[src/rtl/serial_transmitter.sv]
// serial_transmitter: framed LSB-first serial line driver.
// Each frame is a start bit (0), WIDTH data bits, an optional even-parity bit
// and a stop bit (1). Every bit is held for HOLDCYCLES clocks, so a remote
// synchroniser/debouncer sees each level for long enough to capture it.
// Optional feature: define SERIAL_TRANSMITTER_PARITY_EN to insert the parity
// bit between the last data bit and the stop bit.
// All outputs are registered; the line idles high.
module serial_transmitter #(
    parameter int WIDTH      = 8,
    parameter int HOLDCYCLES = 8
) (
    input  logic             clk,
    input  logic             resetn,
    input  logic [WIDTH-1:0] parallelin,
    input  logic             loaddata,
    output logic             ready,
    output logic             serialout,
    output logic             busy,
    output logic             framedone
);

    localparam int HW = $clog2(HOLDCYCLES);
    localparam int BW = $clog2(WIDTH) + 1;

    localparam logic [HW-1:0] HOLD_LAST = HW'(HOLDCYCLES - 1);
    localparam logic [BW-1:0] BITS_LAST = BW'(WIDTH);

    typedef enum logic [2:0] {
        IDLE   = 3'd0,
        START  = 3'd1,
        DATA   = 3'd2,
`ifdef SERIAL_TRANSMITTER_PARITY_EN
        PARITY = 3'd3,
`endif
        STOP   = 3'd4
    } state_t;

    state_t           state;
    logic [HW-1:0]    holdcnt;
    logic [BW-1:0]    bitcnt;
    logic [WIDTH-1:0] shreg;
`ifdef SERIAL_TRANSMITTER_PARITY_EN
    logic             paritybit;
`endif
    logic             hold_end;

    // The current bit has been on the line for its full hold time.
    assign hold_end = (holdcnt == HOLD_LAST);

    // Frame sequencer: state, counters, shift register and all registered outputs.
    always_ff @(posedge clk) begin
        if (!resetn) begin
            state     <= IDLE;
            holdcnt   <= '0;
            bitcnt    <= '0;
            serialout <= 1'b1;
            ready     <= 1'b1;
            busy      <= 1'b0;
            framedone <= 1'b0;
        end else begin
            // framedone is a single-cycle pulse; only the STOP exit raises it.
            framedone <= 1'b0;
            case (state)
                IDLE: begin
                    if (loaddata && ready) begin
                        shreg     <= parallelin;
`ifdef SERIAL_TRANSMITTER_PARITY_EN
                        paritybit <= ^parallelin;
`endif
                        state     <= START;
                        holdcnt   <= '0;
                        bitcnt    <= '0;
                        serialout <= 1'b0;
                        ready     <= 1'b0;
                        busy      <= 1'b1;
                    end
                end

                START: begin
                    if (hold_end) begin
                        holdcnt   <= '0;
                        state     <= DATA;
                        serialout <= shreg[0];
                        shreg     <= shreg >> 1;
                        bitcnt    <= BW'(1);
                    end else begin
                        holdcnt <= holdcnt + HW'(1);
                    end
                end

                DATA: begin
                    if (hold_end) begin
                        holdcnt <= '0;
                        // bitcnt counts bits already placed on the line.
                        if (bitcnt == BITS_LAST) begin
`ifdef SERIAL_TRANSMITTER_PARITY_EN
                            state     <= PARITY;
                            serialout <= paritybit;
`else
                            state     <= STOP;
                            serialout <= 1'b1;
`endif
                        end else begin
                            serialout <= shreg[0];
                            shreg     <= shreg >> 1;
                            bitcnt    <= bitcnt + BW'(1);
                        end
                    end else begin
                        holdcnt <= holdcnt + HW'(1);
                    end
                end

`ifdef SERIAL_TRANSMITTER_PARITY_EN
                PARITY: begin
                    if (hold_end) begin
                        holdcnt   <= '0;
                        state     <= STOP;
                        serialout <= 1'b1;
                    end else begin
                        holdcnt <= holdcnt + HW'(1);
                    end
                end
`endif

                STOP: begin
                    if (hold_end) begin
                        // Ready rises with framedone so a load in this cycle
                        // starts the next frame back-to-back.
                        holdcnt   <= '0;
                        bitcnt    <= '0;
                        state     <= IDLE;
                        serialout <= 1'b1;
                        ready     <= 1'b1;
                        busy      <= 1'b0;
                        framedone <= 1'b1;
                    end else begin
                        holdcnt <= holdcnt + HW'(1);
                    end
                end

                default: begin
                    state     <= IDLE;
                    holdcnt   <= '0;
                    bitcnt    <= '0;
                    serialout <= 1'b1;
                    ready     <= 1'b1;
                    busy      <= 1'b0;
                end
            endcase
        end
    end

endmodule

[config.mk]
export PLATFORM = sky130hd
export DESIGN_NAME = serial_transmitter
export DESIGN_NICKNAME = d
export VERILOG_FILES = /design/src/rtl/serial_transmitter.sv
export SDC_FILE = /design/constraint.sdc
export NUM_CORES = 1
export LEC_CHECK = 0
export ABC_AREA = 0
export BUFFER_PORTS_ARGS = -buffer_cell sky130_fd_sc_hd__buf_4
export CAP_MARGIN = 10
export CORE_ASPECT_RATIO = 0.9
export CORE_MARGIN = 2
export CORE_UTILIZATION = 60
export CTS_CLUSTER_DIAMETER = 120
export CTS_CLUSTER_SIZE = 8
export DETAILED_ROUTE_END_ITERATION = 16
export HOLD_SLACK_MARGIN = 0.03
export PLACE_DENSITY = 0.82
export SYNTH_ARGS = -nofsm -noshare
export SYNTH_HDL_FRONTEND = slang
export SYNTH_SLANG_ARGS = --single-unit
[constraint.sdc]
create_clock -name clk -period 5.2 [get_ports clk]
set_input_delay 0.52 -clock clk [delete_from_list [all_inputs] [get_ports clk]]
set_output_delay 0.52 -clock clk [all_outputs]
set_load 0.05 [all_outputs]
==> results <==
- The detailed router placed slightly below 900 vias in this run.
- The flow ran to the end, and the final reports show no timing, DRC or antenna violations.
- For this block, the initial DRC count from the detailed router was 5.
- Dividing the detail-routed via count by the number of cells gives around 5.8.
- Once layout is complete, the utilization of the core stands at 0.697.
- Measured along the x axis, the die boundary spans 51.3 um.
- VDD sags by at most ~0.26 mV.
- The share of final-layout standard cells stronger than drive strength 1 is 0.206.
- The largest single stage delay on the critical path is around 0.84 ns.
- The share of the cycle needed by the critical path after routing is 0.487.
- Across every metal layer, demand over resource in global routing totals 0.215.
- The largest clock skew in the final design is ~0.0074 ns.
- From synthesis to final layout, the design area changed by 10.7%.
- Fill cells in the final layout number 166.
- The clock tree root driver cell is sky130_fd_sc_hd__clkbuf_4.
- The maximum fanout along the worst path is 13.
- The number of hold violations in the final report is 0.
- The number of clock sinks is 22.
- For this design the ratio of total power to cell area is roughly 340 mW/mm^2.
- The CTS tree is built.
- The number of cells produced by synthesis is between 100 and 150.
- The number of placed cells counting well taps is between 100 and 150.
- The worst slew margin relative to its limit is 0.303.
- The detail route stage leaves a number of antenna-violating nets equal to 0.
- The area of all placed cells without fillers is about 0.0013 sq mm.
- The number of antenna violations at the first check in global routing is 0.
- The post-cts sizing count is 0.
- For the worst setup path, the data required time is just over 5 ns.
- The wire length reported by the detailed router is around 2200 um.
- After detailed routing, the number of remaining DRC violations is 0.
- In this run the number of H-tree levels came out at 1.
- The measured slew at the worst slew-check pin is between 1 and 1.5 ns.
- The number of CTS-inserted buffers is 3.
- In the layout the commonest cells are 14 x sky130_fd_sc_hd__dfxtp_1, 14 x sky130_fd_sc_hd__buf_4, 10 x sky130_fd_sc_hd__nor2_1.
- Setup repair after global routing left no endpoint under its margin.
- The average wire per standard cell is 14.4 um.
- The number of warnings printed during yosys synthesis is 0.
- STA classifies the critical path endpoint as a register.
- The flip-flop and latch count after synthesis is 22.
- Pin placement for this block handled 15 I/O pins.
- The maximum number of pins on one net before global-route repair is 17.
- Walking the worst path, the cells encountered are nor2_1, a21oi_1, nand2_1, nor3_1.
- The max-slew violation count came to 0.
- The synthesized net count is 128.
- The clock reaches the later pin of the worst-skew pair after 0.31 ns.
- The dominant synthesized flop cell is sky130_fd_sc_hd__dfxtp_1.
- The netlist area before placement is ~0.0012 sq mm.
- The worst hold path class is in2reg.
- On the final layout, the worst hold slack is ~0.46 ns.
- The floorplan step defined a die boundary enclosing between 0.002 and 0.0025 sq mm.
- The number of enable flip-flop cells after synthesis is 8.
- The clock-pin slew on the worst setup and hold paths is ~0.12 ns.
- The category of cells accounting for the largest share of critical-path delay is simple AND/OR/NAND/NOR gates.
- The number of global-route vias before repair is between 800 and 900.
- The clock passes through at most 2 buffers.
- Max-cap violations in this run came to 0.
- The number of diodes is 0.
- The slowest stage of the critical path is the sky130_fd_sc_hd__nor3_1 cell.
- The worst path in the final design needs a cycle of between 2 and 3 ns, including I/O delays and setup.
- The core region is 0.00191 sq mm.
- Counting flops with an async set or reset pin after synthesis yields a share of 0.
- The vertical die dimension is about 47 um.
- The cell leakage power is 0.502 nW.
- The effective utilization at floorplan is 0.630.
- The wire length of the first global-routing pass is ~3700 um.
- The setup slack of the most critical reg-to-reg path is about 2.7 ns.
- The synthesized area per cell is approximately 11 sq um.
- The hold-fix buffer count after cts is 0.
- The total overflow left after global routing is 0.
- The routability-driven placement congestion ratio is just under 0.8.
- The maximum frequency from static timing analysis is slightly below 0.4 GHz.
- The worst setup path is launched from a register.
- The final-report setup violation count is 0.
- The number of standard cells in the final layout excluding fillers is ~150.
- The post-CTS repair timing setup buffer count is 0.
- The net count of the finished layout is ~140.
- The wire-length estimate of the detail-placed layout is around 1600 um.
- In the final timing run, aggregate negative setup slack is 0 ns.
- The sequential area share after synthesis is 0.432.
- The total iterations of the first detailed-routing run is 4.
- Counting both buffers and inverters, the worst setup path holds a total of 0.
- The count of buffers added on input and output ports is 14.
- The total cell area at the placement stage is 0.00131 sq mm.
- Data arrives at the worst endpoint at ~2.5 ns.
- By startpoint and endpoint, the worst setup path is classified as reg2reg.
- The site row count is 15.
- The number of distinct library cells after synthesis is 41.
-- worst reg2reg max path, delay by kind of cell, from the launching register on --
kind / cells / cell delay (ns)
compound gates: 1 / 0.22
flops: 1 / 0.81
simple gates: 3 / 1.13
-- registers in the layout, summed over array words and instances, names as in the netlist --
name       flops
shreg          8
bitcnt         4
holdcnt        3
state          3
busy           1
framedone      1
ready          1
serialout      1
-- report_power, final --
| part | total (mW) | switching, mW | internal, mW |
|---|---|---|---|
| logic | 0.139 | 0.0795 | 0.0593 |
| clock network | 0.0801 | 0.0501 | 0.0299 |
| registers | 0.231 | 0.0259 | 0.205 |
| total | 0.449 | 0.155 | 0.294 |
-- routing by layer --
layer	global-route usage	share of wire
met1	0.264	0.47
met2	0.377	0.50
met3	0.0584	0.031
met4	0.0632	0
met5	0	0
-- final timing paths --
check,cells after the start,from,endpoint
worst max-delay path,4,state[2]$_SDFFE_PN0P_,shreg[7]$_SDFFCE_PN0P_
worst min-delay path,2,resetn,ready$_SDFFE_PN1P_
worst min register to register,2,bitcnt[3]$_SDFFE_PN0P_,bitcnt[3]$_SDFFE_PN0P_
worst max register to register,4,state[2]$_SDFFE_PN0P_,shreg[7]$_SDFFCE_PN0P_
-- Yosys cell counts, types with 3 or more instances --
master / n / share of area
sky130_fd_sc_hd__dfxtp_1: 14 / 0.23
sky130_fd_sc_hd__nor2_1: 10 / 0.031
sky130_fd_sc_hd__edfxtp_1: 8 / 0.20
sky130_fd_sc_hd__nand2_1: 8 / 0.025
sky130_fd_sc_hd__a21oi_1: 7 / 0.029
sky130_fd_sc_hd__mux2_1: 7 / 0.065
sky130_fd_sc_hd__ha_1: 5 / 0.052
sky130_fd_sc_hd__nand2b_1: 4 / 0.021
sky130_fd_sc_hd__nor2b_1: 4 / 0.021
sky130_fd_sc_hd__nor3_1: 4 / 0.017
sky130_fd_sc_hd__a22oi_1: 3 / 0.019
sky130_fd_sc_hd__inv_1: 3 / 0.0093
sky130_fd_sc_hd__o21ai_0: 3 / 0.012
-- layout make-up --
type	instances	area [sq um]	share of cell area
Multi-Input combinational cell	83	641	0.480
Inverter	3	11.3	0.00843
Sequential cell	22	520	0.390
Clock buffer	4	26.3	0.0197
Tap cell	25	31.3	0.0234
Timing Repair Buffer	14	105	0.0787
-- per-stage QoR --
stage	power [mW]	setup WS, ns
after global routing	0.476	2.48
after detailed placement	0.373	2.68
final	0.449	2.67
after floorplan	0.340	3.02
after global placement	0.367	2.85
after CTS	0.453	2.65
-- kinds of logic after synthesis --
family          count (synthesis)  share of synthesized area
simple gates                   42                      0.203
compound gates                 24                      0.144
flops                          22                      0.432
mux                            10                      0.102
buf+inv                         7                     0.0373
fa+ha+maj                       5                     0.0519
xor+xnor                        2                     0.0301
Power figures use the tool's default switching activity.
